**config.mk**
```make
export PLATFORM = sky130hd
export DESIGN_NAME = coincidence_window_counter
export DESIGN_NICKNAME = d
export VERILOG_FILES = /design/src/rtl/coincidence_window_counter.sv
export SDC_FILE = /design/constraint.sdc
export NUM_CORES = 1
export LEC_CHECK = 0
export ABC_CLOCK_PERIOD_IN_PS = 4800
export CAP_MARGIN = 25
export CORE_UTILIZATION = 56
export CTS_CLUSTER_DIAMETER = 30
export CTS_CLUSTER_SIZE = 25
export DETAILED_ROUTE_END_ITERATION = 16
export GPL_ROUTABILITY_DRIVEN = 0
export PLACE_DENSITY = 0.92
export SYNTH_ARGS = -nofsm -noshare
export SYNTH_HDL_FRONTEND = slang
export SYNTH_SLANG_ARGS = --single-unit
```
**constraint.sdc**
```tcl
create_clock -name clk -period 4.8 [get_ports clk]
set_input_delay 0.48 -clock clk [delete_from_list [all_inputs] [get_ports clk]]
set_output_delay 0.48 -clock clk [all_outputs]
set_load 0.02 [all_outputs]
```
**src/rtl/coincidence_window_counter.sv**
```systemverilog
`default_nettype none
// ============================================================================
// Module  : coincidence_window_counter
// Brief   : Counts rising edges of (a & b) over a fixed window and reports
//           each window result on a valid/ready port.
//           Macro COINC_CNT_SATURATE_EN: saturate accumulator (default wraps).
// Revision: 1.0  initial release
// ============================================================================
module coincidence_window_counter #(
  parameter int CNT_W  = 8,
  parameter int WINDOW = 16
) (
  input  logic             clk,
  input  logic             rst,
  input  logic             a,
  input  logic             b,
  input  logic             en,
  output logic             busy,
  output logic             out_valid,
  input  logic             out_ready,
  output logic [CNT_W-1:0] out_count,
  output logic             out_ovf
);

  localparam int                WIN_W      = $clog2(WINDOW);
  localparam logic [WIN_W-1:0]  c_win_last = WIN_W'(WINDOW - 1);
  localparam logic [CNT_W-1:0]  c_acc_max  = '1;

  typedef enum logic [1:0] {
    S_IDLE   = 2'd0,
    S_COUNT  = 2'd1,
    S_REPORT = 2'd2
  } state_t;

  state_t             r_state;
  state_t             w_state_next;

  logic               r_w_q;
  logic [CNT_W-1:0]   r_acc;
  logic               r_ovf;
  logic [WIN_W-1:0]   r_win_cnt;
  logic [CNT_W-1:0]   r_out_count;
  logic               r_out_ovf;

  logic               w_coinc;
  logic               w_edge;
  logic               w_last;
  logic               w_handshake;
  logic               w_start;
  logic               w_acc_inc;
  logic               w_wrap;
  logic [CNT_W-1:0]   w_acc_next;

  assign w_coinc     = a & b;
  assign w_edge      = w_coinc & ~r_w_q;
  assign w_last      = (r_win_cnt == c_win_last);
  assign w_handshake = (r_state == S_REPORT) & out_ready;
  // A window starts from IDLE or straight out of a report handshake.
  assign w_start     = en & ((r_state == S_IDLE) | w_handshake);
  assign w_acc_inc   = w_edge & (r_state == S_COUNT);
  assign w_wrap      = w_acc_inc & (r_acc == c_acc_max);

`ifdef COINC_CNT_SATURATE_EN
  assign w_acc_next  = w_wrap ? r_acc : r_acc + CNT_W'(w_acc_inc);
`else
  assign w_acc_next  = r_acc + CNT_W'(w_acc_inc);
`endif

  always_ff @(posedge clk) begin
    if (rst) begin
      r_state <= S_IDLE;
    end else begin
      r_state <= w_state_next;
    end
  end

  always_comb begin
    w_state_next = r_state;
    unique case (r_state)
      S_IDLE: begin
        if (en) w_state_next = S_COUNT;
      end
      S_COUNT: begin
        if (w_last) w_state_next = S_REPORT;
      end
      S_REPORT: begin
        if (out_ready) w_state_next = en ? S_COUNT : S_IDLE;
      end
      default: w_state_next = S_IDLE;
    endcase
  end

  always_ff @(posedge clk) begin
    if (rst) begin
      r_w_q       <= 1'b0;
      r_acc       <= '0;
      r_ovf       <= 1'b0;
      r_win_cnt   <= '0;
      r_out_count <= '0;
      r_out_ovf   <= 1'b0;
    end else begin
      r_w_q <= w_coinc;
      if (w_start) begin
        r_acc     <= '0;
        r_ovf     <= 1'b0;
        r_win_cnt <= '0;
      end else if (r_state == S_COUNT) begin
        r_acc     <= w_acc_next;
        r_ovf     <= r_ovf | w_wrap;
        r_win_cnt <= r_win_cnt + WIN_W'(1);
        // Result includes the edge seen in the final window cycle.
        if (w_last) begin
          r_out_count <= w_acc_next;
          r_out_ovf   <= r_ovf | w_wrap;
        end
      end
    end
  end

  assign busy      = (r_state != S_IDLE);
  assign out_valid = (r_state == S_REPORT);
  assign out_count = r_out_count;
  assign out_ovf   = r_out_ovf;

endmodule
`default_nettype wire

```
Word-level counts from Yosys, hierarchy flattened

Index checks and enable logic that the tools add are counted.

$add $sub $neg: 2
Equality and inequality tests: 7
Bitwise logic cells: 10
Reductions and logical operators: 5
Muxes and demuxes: 5

Operators by type and width:

| kind                                                   | number |
|---|---|
| adder 8 x 1 -> 8 bit                                   | 1 |
| equality test 8 bit (second input constant)            | 1 |
| AND 1 bit                                              | 6 |
| 2-to-1 mux 2 bit                                       | 3 |
| case mux 2 bit (3 select lines)                        | 1 |
| AND reduction 3 bit                                    | 2 |
| adder 4 x 1 -> 4 bit (second input constant)           | 1 |
| equality test 4 bit (second input constant)            | 1 |
| inequality test 2 bit (second input constant)          | 2 |
| equality test 2 x 1 -> 1 bit (second input constant)   | 1 |
| equality test 2 bit (second input constant)            | 1 |
| logical NOT 2 bit                                      | 1 |
| inequality test 2 x 1 -> 1 bit (second input constant) | 1 |
| NOT 1 bit                                              | 2 |
| OR 1 bit                                               | 2 |
| nonzero test 2 bit                                     | 1 |
| OR reduction 2 bit                                     | 1 |
| 2-to-1 mux 1 bit                                       | 1 |

Flip-flop bits (word level): 25
Output and inout bits: 11

Longest topological paths before layout

Gate-level depths: netlist of the first run.

Depth in word-level cells: 6
Mapped depth: 9
Depth with buffers taken out: 7

Worst setup path before layout of the first run

No wires, ideal clock.

Path type: reg2reg
Start: register r_state[0]
End: register r_out_count[6] (netlist: out_count[6])
Buffers on the path: 2
Stages on the path, launching flop included: 10
Clock period less this slack: 2.034 ns
Path slack: 2.766 ns
Setup time: 0.091 ns
Arrival: 1.943 ns
Data required time: 4.709 ns
Cell sequence: dfxtp_1 > nand2b_1 > buf_2 > clkbuf_1 > nor2_1 > ha_1 > ha_1 > nand2_1 > or3_1 > a311oi_1

Word-level cells in the longest chain between the ends: 6

RTL lines:

| element                                                                      | RTL line | RTL |
|---|---|---|
| from (decl)                                                                  | 35       | `state_t r_state;` |
| from (signal assigned)                                                       | 73       | `r_state <= w_state_next;` |
| parallel branches: the longest is 6 deep, another holds adder 8 x 1 -> 8 bit | --       |  |
| to (signal assigned)                                                         | 113      | `r_out_count <= w_acc_next;` |
| to (decl)                                                                    | 42       | `logic [CNT_W-1:0] r_out_count;` |

Several ways; the timed one is not identified.
A chain may end at the register's enable or synchronous reset.

Final worst setup path of the first run

Start: register r_state[0]
End: register r_out_count[7] (netlist: out_count[7])

The elaborated chain is that of the path after synthesis.

==> results of run 1 <==
## Yosys cell counts
cell and number:
or3_1 5, nor2b_1 2, nand4_2 1, or2_2 1
nand3b_1 3, dfxtp_1 25, or4_4 1, nor2_1 7
buf_2 3, xor2_1 4, ha_1 3, clkbuf_2 1
clkbuf_1 4, o31ai_1 3, a2bb2oi_1 1, inv_1 2
xnor2_1 2, o21ai_0 8, nand4_1 1, nand2b_1 2
a311oi_2 1, or4_1 3, a311oi_1 3, a31o_2 1
nand2_1 10, a21oi_1 20, and3_1 1, a211oi_1 3
nand3_1 8, or3_2 1
## area by class of cell
class / instances / area (um2) / share of cell area [%]
Clock buffer: 3 / 22.5 / 1.71
Multi-Input combinational cell: 95 / 589 / 44.8
Inverter: 2 / 7.51 / 0.570
Sequential cell: 25 / 500 / 38.0
Clock inverter: 1 / 5.00 / 0.380
Timing Repair Buffer: 16 / 160 / 12.2
Tap cell: 25 / 31.3 / 2.38
## metrics by stage
step / total power [mW] / instances / hold WS [ns] / worst slack [ns] / cell area, um2
after floorplan: 0.232 / 130 / 0.449 / 2.77 / 1130
final: 0.333 / 167 / 0.487 / 2.41 / 1320
after global routing: 0.345 / 167 / 0.513 / 2.22 / 1320
after global placement: 0.239 / 163 / 0.461 / 2.44 / 1290
after CTS: 0.333 / 167 / 0.490 / 2.43 / 1320
after detailed placement: 0.240 / 163 / 0.471 / 2.28 / 1290
## worst max-delay path, stage by stage (launching register included)
cell      delay (ns)
dfxtp_1         0.48
nand2b_1        0.39
nor2_1          0.23
ha_1            0.18
nand3_1         0.26
or3_1           0.44
a311oi_1        0.31
## power by group
group	total, mW	switching [mW]	internal, mW	leakage [nW]
registers	0.212	0.00220	0.209	0.202
clock network	0.0967	0.0653	0.0314	0.0177
logic	0.0244	0.0150	0.00934	0.201
## state kept, by name, summed over array words and instances, names as in the netlist
signal,flops
out_count,8
r_acc,8
r_win_cnt,4
r_state,2
out_ovf,1
r_ovf,1
r_w_q,1
## how the worst max path moves through the flow
stage	startpoint	endpoint	slack (ns)	depth (start not counted)
after floorplan	r_state[0]	out_count[6]	2.77	9
after global placement	a	out_count[6]	2.44	8
after detailed placement	a	out_count[7]	2.28	7
after CTS	r_state[0]	out_count[7]	2.43	6
after global routing	r_state[0]	out_count[7]	2.22	6
final	r_state[0]	out_count[7]	2.41	6
## per-layer routing
metal | routed length [um] | vias to the layer above | part of all wire (%)
li1 | - | 495 | -
met1 | 1010 | 458 | 42
met2 | 1210 | 26 | 51
met3 | 105 | 5 | 4.4
met4 | 59 | 0 | 2.5
met5 | 0 | - | 0
## cell families after synthesis
logic type | count (synthesis) | synth area share (%)
fa+ha+maj | 3 | 3.32
xor+xnor | 6 | 4.64
simple gates | 46 | 22.5
buf+inv | 10 | 3.76
flops | 25 | 44.2
compound gates | 40 | 21.5
==> impl_metrics.ini, run 1 <==
[run_status]
status = complete, no violations

[cts]
h_tree_depth = 1
tritoncts = built
ctsHoldBuffers = 0
tritoncts.num_buffers = 3
postCtsSetupRepairBufs = 0
cts_resized = 0
cts.sink_count = 25
clockRootBuffer = clkbuf_4
worst_setup_hold_path_clk_slew_ns = 0.14
clock_insertion_delay_worst_skew_ns = 0.33
ctsLongestPathBuffers = 2

[synthesis]
syn-mean-instance-area_um2 = 8.71
synth_area_leaders = dfxtp_1, a21oi_1, nand3_1
yosys_warnings = 0
synth.yosys.seq_area_share_pct = 44.2
yosys.area.top_type_share_pct = 44.2
synth_cells = 130
mappedNetlistArea_um2 = 1130
distinct_cells_synth = 30
synth_fp_nets = 139
yosys.area.top_type = dfxtp_1
synth.ff_latch_count = 25

[timing]
period_needed_ns = 2.39
setup_repair_after_global_routing_missed_its_margin = false
final-setup-viol-count = 0
tightest_slew_ns = 1.10
relSlewSlack_pct = 26.6
finalSetupTns_ns = 0
finClkSkew_ns = 0.00837
maxSlewViolCount = 0
clock.fmax_ghz = 0.418
hold_violations = 0
final.period_utilization_pct = 49.8

[drt]
antenna_violating_nets_post_route = 0
drt-total-wl_um = 2380
drt-wirelength-per-cell_um = 14.3
dr_total_vias = 984
drtPass1Iterations = 4
drt_first_iter_violations = 15
drc = 0
drt-vias-per-instance = 5.89

[global_routing]
grt_start_max_net_pins = 21
grt.busiest_layer = met2
first_global_vias = 862
gr-total-overflow = 0
gr-usage-met3_pct = 7.31
grt_pass1_wl_um = 3770
groute.layer.met2.usage_pct = 44.2
antenna_found_initial = 0
global_route.usage.total_pct = 25.8
globalRouteMet1Util_pct = 28.3

[floorplan]
placementRows = 15
fp.dieArea_um2 = 2210
die_y_extent_um = 47.0
die_width_um = 47.0
start_util_pct = 62.8
placeableCoreArea_um2 = 1800
ios = 17

[setup_path]
timing.reg2reg.setup_slack_ns = 2.41
regToRegStartpoint = r_state[0]
rr_worst_depth = 6
critical_path.startpoint_type = flip-flop
critPathArrivalTime_ns = 2.62
critPathCaptureType = flip-flop
critical_path.max_fanout = 20
cp.required_ns = 5.03
regToRegEndpoint = out_count[7]
path_type_of_the_worst_setup_path = flip-flop to flip-flop

[power_and_ir_drop]
power_leakage_nw = 0.421
power-per-cell-area_nw_per_um2 = 253
worst_vdd_rail_ir_drop_uv = 229

[layout]
design.final.nets = 152
most-common-layout-cells = dfxtp_1, a21oi_1, clkdlybuf4s50_1, nand2_1
final_layout_size_suffix_gt1_share_pct = 7.04
diodes = 0
layout_commonest_cell = dfxtp_1
fin_util_pct = 73.1
syn2layout_area_growth_pct = 16.2
fillCellCount = 138

[hold_path]
whs_endpoint = r_acc[0]
worst_hold_path.num_cells = 2
worst_hold_path_type = flip-flop to flip-flop
worstHoldStart = r_acc[0]

[placed_design]
io_buffer_count = 16
hpwl_um = 1680

[job]
timing.max_cap.violations = 0
Power figures use the tool's default switching activity.
==> run 2, diff against run 1 <==
- ABC_CLOCK_PERIOD_IN_PS: 4800 -> 2200
- CORE_UTILIZATION: 56 -> 47
- PLACE_DENSITY: 0.92 -> 0.84
- clock period: 4.8 -> 2.2 ns (I/O delays scaled with it)
==> impl_metrics.ini, run 2 (synthesis gave the netlist of run 1 again) <==
[floorplan]
placeableCoreArea_um2 = 2230
placementRows = 17
start_util_pct = 50.7
fp.dieArea_um2 = 2610
ios = 17
die_width_um = 51.1
die_y_extent_um = 51.1

[timing]
final.period_utilization_pct = 85.7
relSlewSlack_pct = 62.7
finalSetupTns_ns = 0
finalWorstSetupSlack_ns = 0.315
maxSlewViolCount = 0
setup_repair_after_global_routing_missed_its_margin = false
final-setup-viol-count = 0
clock.fmax_ghz = 0.530
period_needed_ns = 1.89
finClkSkew_ns = 0.00422
final.hold.worst_slack_ns = 0.455
hold_violations = 0
tightest_slew_ns = 0.558

[drt]
antenna_violating_nets_post_route = 0
drtPass1Iterations = 4
drt_first_iter_violations = 15
drt-vias-per-instance = 5.79
drt-wirelength-per-cell_um = 13.4
dr_total_vias = 1014
drc = 0
drt-total-wl_um = 2350

[setup_path]
timing.critical_path.max_delay_family = simple AND/OR/NAND/NOR gates
critPathArrivalTime_ns = 2.12
critical_path.max_fanout = 11
worst_path_largest_cell_delay_ns = 0.43
rr_worst_depth = 6
crit_chain = nand2b_1 -> nor2_1 -> ha_1 -> nand3_1 -> or3_1 -> a311oi_1
path_type_of_the_worst_setup_path = flip-flop to flip-flop
critPathCaptureType = flip-flop
wp_depth = 6
critPathSlowestCell = or3_1
cp.buffers_inverters = 0
cp.required_ns = 2.44
critical_path.startpoint_type = flip-flop

[placed_design]
placed_area_um2 = 1330
dp_worst_setup_slack_ns = 0.0854
dp.cells = 171
hpwl_um = 1740
io_buffer_count = 16

[layout]
final_layout_size_suffix_gt1_share_pct = 9.52
layout_commonest_cell = dfxtp_1
finish.instance_area_um2 = 1360
design.final.nets = 157
most-common-layout-cells = dfxtp_1, a21oi_1, clkdlybuf4s50_1, nand2_1
diodes = 0
final_cells = 175
syn2layout_area_growth_pct = 19.8

[hold_path]
worst_hold_path_type = primary input to flip-flop
worst_hold_path.num_cells = 3

[cts]
postCtsSetupRepairBufs = 0
tritoncts.num_buffers = 3
clockRootBuffer = clkbuf_4
cts_resized = 0
ctsLongestPathBuffers = 2
ctsHoldBuffers = 0
worst_setup_hold_path_clk_slew_ns = 0.13
tritoncts = built
cts.sink_count = 25
clock_insertion_delay_worst_skew_ns = 0.31
h_tree_depth = 1

[run_status]
status = complete, no violations

[power_and_ir_drop]
power-per-cell-area_nw_per_um2 = 536
worst_vdd_rail_ir_drop_uv = 325
power_leakage_nw = 0.443

[global_routing]
grt_start_max_net_pins = 20
first_global_vias = 917
gr-total-overflow = 0
grt_pass1_wl_um = 3910
antenna_found_initial = 0
global_route.usage.total_pct = 19.7

[job]
timing.max_cap.violations = 0
==> run 2: cell types whose count changed in the layout (fill, tap and decap cells not counted), sizes merged <==
| cell | change |
|---|---|
| clkinv | -1 |
| clkbuf | +1 |
| buf | +5 |
==> run 2: cell type report <==
| type | count | area [um2] |
|---|---|---|
| clock buffers | 4 | 26.3 |
| fillers | 207 | 877 |
| inverters | 2 | 7.51 |
| multi-input cells | 95 | 589 |
| flip-flops and latches | 25 | 500 |
| well taps | 28 | 35.0 |
| repair buffers | 21 | 198 |
==> run 2: worst paths after layout <==
kind           startpoint            to  slack, ns
max reg2reg    r_state[1]  out_count[7]       0.31
min reg2reg  out_count[0]  out_count[0]       0.49
min                     b         r_w_q       0.45
max            r_state[1]  out_count[7]       0.31
==> run 2: through the flow <==
step | util (%) | total power, mW
after floorplan | - | 0.506
after global placement | 59.6 | 0.531
after global routing | 60.7 | 0.763
after CTS | 60.7 | 0.732
after detailed placement | 59.6 | 0.533
final | 60.7 | 0.727
==> run 2: power by group <==
group / internal [mW] / leakage, nW / switching (mW) / total, mW
combinational: 0.0272 / 0.226 / 0.0370 / 0.0641
clock: 0.0709 / 0.0150 / 0.132 / 0.203
sequential: 0.457 / 0.202 / 0.00271 / 0.460
==> run 2: worst reg2reg max path, delay by kind of cell (launching register included) <==
kind	cells	cell delay (ns)
compound gates	1	0.26
fa+ha+maj	1	0.17
flops	1	0.39
simple gates	4	1.00
==> run 2: layer usage <==
metal	global-route usage (%)	vias to the layer above	routed length, um
met4	6.94	0	29
met3	2.68	4	64
met5	0	-	0
li1	-	506	-
met2	35.5	15	1190
met1	23.4	489	1070
==> run 3, diff against run 2 <==
- GPL_TIMING_DRIVEN: unset -> 0
==> impl_metrics.ini, run 3 (synthesis gave the netlist of run 1 again) <==
[run_status]
status = complete, no violations

[global_routing]
global_route.usage.total_pct = 22.4
first_global_vias = 938
antenna_found_initial = 0
grt_start_max_net_pins = 14
gr-total-overflow = 0
grt_pass1_wl_um = 4220

[setup_path]
timing.reg2reg.setup_slack_ns = 0.07
critical_path.most_common_cell = buf_6
crit_chain = nand2b_4 -> buf_6 -> buf_4 -> nor2_1 -> ha_2 -> nand3_2 -> buf_6 -> or4_4 -> a21oi_2
worst_path_largest_cell_delay_ns = 0.48
path_type_of_the_worst_setup_path = flip-flop to flip-flop
cp.buffers_inverters = 3
critPathSlowestCell = or4_4
cp.required_ns = 2.46
critical_path.startpoint_type = flip-flop
critPathArrivalTime_ns = 2.40
timing.critical_path.max_delay_family = simple AND/OR/NAND/NOR gates
critical_path.max_fanout = 10
critPathCaptureType = flip-flop

[layout]
fin_util_pct = 63.8
diodes = 0
most-common-layout-cells = dfxtp_1, a21oi_1, clkdlybuf4s50_1, nand2_1, o21ai_0
design.final.nets = 162
syn2layout_area_growth_pct = 25.9
final_layout_size_suffix_gt1_share_pct = 15.8
layout_commonest_cell = dfxtp_1

[floorplan]
die_width_um = 51.1
ios = 17
placeableCoreArea_um2 = 2230
fp.dieArea_um2 = 2610
placementRows = 17
start_util_pct = 50.7
die_y_extent_um = 51.1

[timing]
hold_violations = 0
final.period_utilization_pct = 97.0
relSlewSlack_pct = 66.1
period_needed_ns = 2.13
tightest_slew_ns = 0.507
finClkSkew_ns = 0.00308
finalWorstSetupSlack_ns = 0.0670
maxSlewViolCount = 0
final-setup-viol-count = 0
finalSetupTns_ns = 0
final.hold.worst_slack_ns = 0.468
clock.fmax_ghz = 0.469

[placed_design]
dp_worst_setup_slack_ns = -0.149
io_buffer_count = 16
hpwl_um = 1820

[cts]
tritoncts = built
clockRootBuffer = clkbuf_4
tritoncts.num_buffers = 3
worst_setup_hold_path_clk_slew_ns = 0.13
h_tree_depth = 1
ctsHoldBuffers = 0
clock_insertion_delay_worst_skew_ns = 0.32
cts.sink_count = 25
ctsLongestPathBuffers = 2

[drt]
drt-wirelength-per-cell_um = 15.5
dr_total_vias = 1064
drt-vias-per-instance = 5.91
drt-total-wl_um = 2790
drc = 0
drt_first_iter_violations = 44
antenna_violating_nets_post_route = 0
drtPass1Iterations = 4

[power_and_ir_drop]
worst_vdd_rail_ir_drop_uv = 389
power-per-cell-area_nw_per_um2 = 516
power_leakage_nw = 0.453

[hold_path]
worst_hold_path_type = primary input to flip-flop

[job]
timing.max_cap.violations = 0
-- run 3: final timing paths --
kind	from	to	depth (start not counted)
setup / recovery	r_state[1]	r_acc[5]	9
hold / removal	b	r_w_q	3
setup reg to reg	r_state[1]	r_acc[5]	9
hold reg to reg	out_count[0]	out_count[0]	2
-- run 3: cell type report --
cell class	count	area [um2]
plain buffers	8	51.3
clock buffers	4	26.3
fillers	178	808
inverters	2	7.51
multi-input cells	95	624
flip-flops and latches	25	508
well taps	28	35.0
repair buffers	18	173
-- run 3: tightest hold or removal path, cell delays in order --
cell             delay [ns]
clkdlybuf4s50_1        0.43
nand2_1                0.07
nor2_1                 0.04
-- run 3: layer usage --
metal,routed length [um],GRT usage (%)
met1,1150,26.4
met2,1420,38.8
met3,167,3.27
met4,46,11.6
met5,0,0
-- run 3: power breakdown --
| group | internal [mW] | switching [mW] |
|---|---|---|
| Combinational | 0.0280 | 0.0373 |
| Clock | 0.0711 | 0.137 |
| Sequential | 0.456 | 0.00569 |
| Total | 0.555 | 0.180 |
-- run 3: through the flow --
| step | area [um2] | instances | power, mW |
|---|---|---|---|
| finish | 1430 | 180 | 0.735 |
| floorplan | 1130 | 130 | 0.506 |
| global placement | 1330 | 174 | 0.529 |
| CTS | 1380 | 179 | 0.738 |
| detailed placement | 1330 | 174 | 0.531 |
| global route | 1430 | 180 | 0.766 |
-- run 3: what timing repair did --
item	in CTS	in global routing
resized for setup	9	9
cloned	0	1
buffers inserted	1	0
pin swaps	0	2
setup endpoints to repair	10	7
